<file path="config.mk">
export PLATFORM = sky130hd
export DESIGN_NAME = stopwatch_display
export DESIGN_NICKNAME = d
export VERILOG_FILES = /design/src/rtl/stopwatch_display.sv
export SDC_FILE = /design/constraint.sdc
export NUM_CORES = 1
export LEC_CHECK = 0
export CORE_MARGIN = 2
export CORE_UTILIZATION = 45
export CTS_CLUSTER_DIAMETER = 60
export DETAILED_ROUTE_END_ITERATION = 10
export PLACE_DENSITY_LB_ADDON = 0.3
export SLEW_MARGIN = 20
export SYNTH_ARGS = -nofsm -noshare
export SYNTH_HDL_FRONTEND = slang
export SYNTH_SLANG_ARGS = --single-unit
</file>
<file path="constraint.sdc">
create_clock -name clk -period 1.9 [get_ports clk]
set_input_delay 0.38 -clock clk [delete_from_list [all_inputs] [get_ports clk]]
set_output_delay 0.38 -clock clk [all_outputs]
set_load 0.1 [all_outputs]
</file>
<file path="src/rtl/stopwatch_display.sv">
// BCD MM:SS stopwatch driven by divider levels, with pause, per-field adjust
// and a 4-digit multiplexed active-low seven-segment display.
module stopwatch_display (
  input  logic       clk,
  input  logic       rst,
  input  logic       onehz_clk,
  input  logic       twohz_clk,
  input  logic       fast_clk,
  input  logic       blink_clk,
  input  logic       pause_btn,
  input  logic       adj,
  input  logic       sel,
  output logic [2:0] min_tens,
  output logic [3:0] min_ones,
  output logic [2:0] sec_tens,
  output logic [3:0] sec_ones,
  output logic       paused,
  output logic [3:0] an,
  output logic [7:0] seg
);

  logic [3:0] lvl;
  logic [3:0] prev_reg;
  logic [3:0] tick;
  logic       armed_reg;
  logic [1:0] digit_idx_reg;

  logic       count_en;
  logic       adj_en;
  logic       sec_wrap;
  logic       sec_inc;
  logic       min_inc;

  logic [3:0] digit_val;
  logic [3:0] an_next;
  logic [7:0] seg_next;
  logic       blank;

  // Bit order: 0 = 1 Hz, 1 = 2 Hz, 2 = scan, 3 = pause button.
  // armed_reg masks the first cycle after reset so a level already high at
  // release is absorbed into prev_reg instead of producing a tick.
  assign lvl  = {pause_btn, fast_clk, twohz_clk, onehz_clk};
  assign tick = lvl & ~prev_reg & {4{armed_reg}};

  assign count_en = tick[0] & ~adj & ~paused;
  assign adj_en   = tick[1] & adj & ~paused;
  assign sec_wrap = (sec_tens == 3'd5) && (sec_ones == 4'd9);
  assign sec_inc  = count_en | (adj_en & sel);
  assign min_inc  = (count_en & sec_wrap) | (adj_en & ~sel);

  always_comb begin
    digit_val = sec_ones;
    an_next   = 4'b1110;
    case (digit_idx_reg)
      2'd0: begin digit_val = sec_ones;           an_next = 4'b1110; end
      2'd1: begin digit_val = {1'b0, sec_tens};   an_next = 4'b1101; end
      2'd2: begin digit_val = min_ones;           an_next = 4'b1011; end
      2'd3: begin digit_val = {1'b0, min_tens};   an_next = 4'b0111; end
    endcase
    // Digits 0-1 are the seconds field, digits 2-3 the minutes field.
    blank = adj & blink_clk & (sel ? ~digit_idx_reg[1] : digit_idx_reg[1]);
    if (blank) an_next = 4'b1111;
    case (digit_val)
      4'd0:    seg_next = 8'hC0;
      4'd1:    seg_next = 8'hF9;
      4'd2:    seg_next = 8'hA4;
      4'd3:    seg_next = 8'hB0;
      4'd4:    seg_next = 8'h99;
      4'd5:    seg_next = 8'h92;
      4'd6:    seg_next = 8'h82;
      4'd7:    seg_next = 8'hF8;
      4'd8:    seg_next = 8'h80;
      4'd9:    seg_next = 8'h90;
      default: seg_next = 8'hFF;
    endcase
  end

  always_ff @(posedge clk) begin
    if (rst) begin
      prev_reg      <= 4'b0000;
      armed_reg     <= 1'b0;
      paused        <= 1'b0;
      sec_ones      <= 4'd0;
      sec_tens      <= 3'd0;
      min_ones      <= 4'd0;
      min_tens      <= 3'd0;
      digit_idx_reg <= 2'd0;
      an            <= 4'b1111;
      seg           <= 8'hFF;
    end else begin
      prev_reg  <= lvl;
      armed_reg <= 1'b1;
      if (tick[3]) paused <= ~paused;
      if (sec_inc) begin
        if (sec_ones == 4'd9) begin
          sec_ones <= 4'd0;
          sec_tens <= (sec_tens == 3'd5) ? 3'd0 : sec_tens + 3'd1;
        end else begin
          sec_ones <= sec_ones + 4'd1;
        end
      end
      if (min_inc) begin
        if (min_ones == 4'd9) begin
          min_ones <= 4'd0;
          min_tens <= (min_tens == 3'd5) ? 3'd0 : min_tens + 3'd1;
        end else begin
          min_ones <= min_ones + 4'd1;
        end
      end
      if (tick[2]) digit_idx_reg <= digit_idx_reg + 2'd1;
      an  <= an_next;
      seg <= seg_next;
    end
  end

endmodule

</file>
After elaboration in Yosys (flattened, before gate mapping). Memory sizes are Yosys's and may differ from the RTL's. A register that Yosys moved wholly into a read port is not among the register bits. Index checks and enable logic that the tools add are counted.

Register bits: 34. Input bits: 9. Logic and storage cells: 54. Memories: 1. Memory bits (read-only): 112. Output and inout port bits: 27.

Memory list: (no name shown) (depth 16, width 7, read ports 1, clocked after Yosys merged registers in 1, write ports 0, line 63) `case (digit_val)`.

Add/subtract/negate cells: 5. Bitwise gates (word level): 18. Equality and inequality tests: 7. Multiplexer cells: 8. Reduce and logical (&&, ||, !) cells: 5.

Operators by type and width (number): $pmux 4 s4 (2); $and 1x1->1 (9); $add 4x1->4 const B (2); $and 4x4->4 (2); $eq 4x4->1 const B (2); $mux 4 (2); $add 3x1->3 const B (2); $eq 3x3->1 const B (2); $mux 3 (2); $eq 2x2->1 const B (2); $not 1->1 (4); $not 4->4 (1); $reduce_and 2->1 (2); $add 2x1->2 const B (1); $eq 2x1->1 const B (1); $logic_not 2->1 (1); $mux 1 (2); $or 1x1->1 (2); $reduce_or 2->1 (1); $logic_and 1x1->1 (1).

Depth between registers and ports, before layout.
Depth after elaboration: 8. Mapped depth: 8. Mapped depth without buffers: 8.

Worst setup path after synthesis. Ideal clock, no wire load.

Path kind: reg-to-reg. Start: register min_ones[1]. End: register seg[1]. Stages on the path, launching flop included: 6. Path buffers: 0. Period minus slack after synthesis: 2.319 ns. Data arrival time: 2.245 ns. Setup time: 0.074 ns. Slack: -0.419 ns. Required time: 1.826 ns. Cell sequence: dfxtp_1 a222oi_1 mux2i_4 ha_1 o21a_1 o21ai_0.

Longest elaborated chain between the ends: 1.

Ends and longest elaborated chain: start, declared (line 14) `output logic [3:0] min_ones,`; start signal, assigned (line 107) `min_ones <= min_ones + 4'd1;`; $pmux 4 s4 (line 54) `case (digit_idx_reg)`; end, declared (line 19) `output logic [7:0] seg`.

No other way between the ends. A chain may end at the register's enable or synchronous reset.

Worst setup path after layout.
Start: register digit_idx_reg[1]. End: register seg[3].

Longest elaborated chain between the ends: 2.

Ends and longest elaborated chain: start, declared (line 26) `logic [1:0] digit_idx_reg;`; start signal, assigned (line 110) `if (tick[2]) digit_idx_reg <= digit_idx_reg + 2'd1;`; $eq 2x2->1, or another cell as far along (line 54); $pmux 4 s4 (*) (line 54).

Mark *: on every way between the ends. The rest lies on a longest branch, timed or not.

==> summary.txt <==
Cells and area
  • Ant. Diodes: 0
  • Area growth, synth to finish: 56.1%
  • Layout cell share with drive strength beyond 1: 42.7%
  • Most common cell after layout, fill and taps aside: sky130_fd_sc_hd__buf_4
  • Register bank with the most flops: seg
  • Utilization after layout: 71.6%
  • Final instance area: 2580 um2
  • Highest-count cells in the layout ignoring fill and taps: sky130_fd_sc_hd__buf_4 (34), sky130_fd_sc_hd__dfxtp_1 (16), sky130_fd_sc_hd__nand2_1 (14), sky130_fd_sc_hd__buf_12 (14), sky130_fd_sc_hd__dfxtp_2 (12)
  • Number of standard cells in the layout, taps in and fillers out: 282
  • Flip-flop count of the largest register, all copies and words added: 7
  • Number of nets in the layout: 249

STA
  • Measured slew at the worst slew-check pin: 0.599 ns
  • Share of the cycle needed by the critical path after routing: 97.9%
  • Number of pins with negative max-slew slack in the final report: 0
  • Max-Slew Margin vs Limit: 59.7%
  • Post-route setup slack: 0.0401 ns
  • Final period demand of the worst path: 1.86 ns
  • Fmax: 0.538 GHz
  • Skew final: 0.00234 ns
  • RSZ-0062 raised after global routing: yes
  • Setup-violating endpoint count in the final report: 0
  • Final hold vios: 0

Die
  • Die width: 64.6 um
  • Area of the die: 4180 um2
  • Area of the placeable core: 3610 um2
  • Starting utilization of the core area: 45.9%
  • Vertical die dimension: 64.6 um
  • FP Rows: 22
  • I/O Pins: 36

Synthesis
  • Yosys synthesis warning count: 0
  • Syn Nets: 188
  • Synth Register Bits: 33
  • Per-instance average area after synthesis: 9.62 um2
  • Distinct cell type count after synthesis: 48
  • Async S/R FF share, synth: 0%
  • Syn Std Cell Area: 1650 um2
  • Ys flop type: sky130_fd_sc_hd__dfxtp_1
  • Cell count after synthesis: 172
  • Share of synthesized area occupied by flip-flops and latches: 39.9%
  • Post-synth EDFFs: 0

Drt
  • Number of DRC violations after detailed routing: 0
  • Post-DRT Antenna Nets: 0
  • Drt first pass iters: 4
  • Detailed router's first-iteration violation count: 103
  • Final routed wirelength across all metal layers: 4.42 mm
  • Via count normalized by instance count: 5.49
  • Via count: 1547
  • Post-DR wirelength/cell: 15.7 um

Place
  • Final Wtd Congestion: 0.822
  • DP Worst Slack: -0.266 ns
  • Final HPWL DP: 3.12 mm
  • Post-Place Cell Area: 2300 um2
  • Post-Place Cells: 267
  • Buffers on Ports: 34

Global route
  • Largest net degree at the start of global routing: 13
  • Global-route usage over all layers: 20.7%
  • Vias in the first global route: 1526
  • Initial antenna violation count: 0
  • First-pass GRT wire length: 6.62 mm
  • GRT overflow: 0

Critical path
  • Worst path arrival time: 2.00 ns
  • Reg-to-reg endpoint: seg[3]
  • Crit-path cells: inv_4 > ha_4 > a222oi_1 > buf_4 > mux2i_4 > buf_4 > o21ai_1 > nand4_1
  • Category of the critical setup timing path: flop to flop
  • R2R Path Start: digit_idx_reg[1]
  • Sort of element at the start of the critical path: flop
  • Most frequent cell on the critical path: sky130_fd_sc_hd__buf_4
  • Worst Path Max Fanout: 5
  • Critical-path top delay cell: sky130_fd_sc_hd__dfxtp_4
  • Largest incremental delay on the critical path: 0.38 ns
  • Endpoint type of the worst setup path: flop
  • Cells on worst reg2reg path: 8
  • Register-to-register path setup slack: 0.04 ns
  • Critical Path RT: 2.04 ns

Pwr
  • Switching fraction of total power: 29.9%
  • Leakage power summed over all cells: 0.999 nW
  • NetSw: 0.482 mW
  • Max VDD drop: 382 uV
  • Fraction of power consumed by sequential logic: 45.5%
  • Part of the total power dissipated in combinational logic: 22.0%
  • Internal power consumption: 1.13 mW
  • Clock power frac: 32.5%
  • Power per Cell Area: 625 nW/um2

Outcome
  • Run status: finished, final reports clean

CTS
  • TritonCTS buffer count: 5
  • Clock Tree Buf Depth: 2
  • Insertion delay of the later-clocked pin in the worst-skew pair: 0.28 ns
  • CTS tree: yes
  • Root buf cell: sky130_fd_sc_hd__clkbuf_8
  • Total number of H-tree levels: 2
  • Clock Sinks: 33
  • Clock-pin transition on the worst setup and hold timing paths: 0.06 ns

Job
  • Max Cap Violations: 0

Worst hold path
  • Hold Startpoint: onehz_clk
  • Path category of the worst min-delay check: input pin to flop
  • Destination of the worst hold path: prev_reg[0]
  • Hold depth: 2
-- power groups by stage --
stage	Clock, mW	Sequential [mW]	Combinational, mW
after floorplan	0	0.877	0.0887
after global placement	0	0.747	0.312
after detailed placement	0	0.749	0.316
after CTS	0.539	0.734	0.318
after global routing	0.564	0.737	0.370
final	0.524	0.735	0.355
-- what timing repair did --
action                                  in CTS  in global routing
hold buffers                                 0                  0
pin swaps                                    2                 13
hold endpoints to repair                     0                  0
gates resized for setup                      6                 29
endpoints found under the setup margin       5                 12
setup buffers                                0                  7
-- Yosys cell counts (all sizes together), types with 6 or more instances --
| library cell | count | area [um2] |
|---|---|---|
| a21oi | 8 | 40.0 |
| dfxtp | 33 | 661 |
| ha | 7 | 87.6 |
| inv | 9 | 33.8 |
| mux2i | 6 | 72.6 |
| nand2 | 14 | 52.6 |
| nand3 | 6 | 42.5 |
| nor2 | 10 | 37.5 |
| nor2b | 11 | 68.8 |
| o21ai | 8 | 40.0 |
-- metrics by stage --
step | total power [mW] | setup TNS [ns] | hold WS, ns
4_1_cts | 1.59 | -0.0145 | 0.515
3_5_place_dp | 1.07 | -2.67 | 0.506
2_1_floorplan | 0.965 | 0 | 0.508
3_3_place_gp | 1.06 | -1.79 | 0.493
6_report | 1.61 | 0 | 0.367
5_1_grt | 1.67 | -0.398 | 0.395
-- layout make-up --
| class | count | area (um2) |
|---|---|---|
| fillers | 246 | 1020 |
| repair buffers | 59 | 658 |
| multi-input cells | 125 | 1040 |
| flip-flops and latches | 33 | 694 |
| inverters | 9 | 36.3 |
| well taps | 48 | 60.1 |
| clock buffers | 8 | 90.1 |
-- metal layers --
layer / track usage, % / part of all wire, % / up-vias
met5: 0 / 0 / -
li1: - / - / 742
met1: 22.9 / 42 / 754
met2: 36.3 / 53 / 45
met3: 5.73 / 4.4 / 6
met4: 9.84 / 1.2 / 0
-- worst max-delay path, delay by kind of cell (launching register included) --
kind,cells,cell delay [ns]
multiplexers,1,0.09
buffers and inverters,3,0.39
flip-flops,1,0.38
AO/OA/AOI/OAI,2,0.57
adder cells (fa/ha/maj),1,0.17
AND/OR/NAND/NOR,1,0.12
-- worst max-delay path by stage --
stage	from	end	slack, ns	cells after the start
2_1_floorplan	sec_ones[0]	min_tens[0]	0.01	4
6_report	digit_idx_reg[1]	seg[3]	0.04	8
3_3_place_gp	adj	min_tens[0]	-0.23	5
4_1_cts	digit_idx_reg[1]	seg[1]	-0.01	8
5_1_grt	digit_idx_reg[1]	seg[6]	-0.08	7
3_5_place_dp	adj	sec_tens[2]	-0.27	6
-- cells by family (layout without fill, tap and decap cells) --
family | Yosys count | after routing | synth area share [%]
AO/OA/AOI/OAI | 38 | 38 | 16.8
XOR/XNOR | 5 | 5 | 2.65
adder cells (fa/ha/maj) | 7 | 7 | 5.29
buffers and inverters | 14 | 76 | 3.40
flip-flops | 33 | 33 | 39.9
multiplexers | 10 | 10 | 7.11
other | 1 | 1 | 0.227
AND/OR/NAND/NOR | 64 | 64 | 24.6
Power figures use the tool's default switching activity.
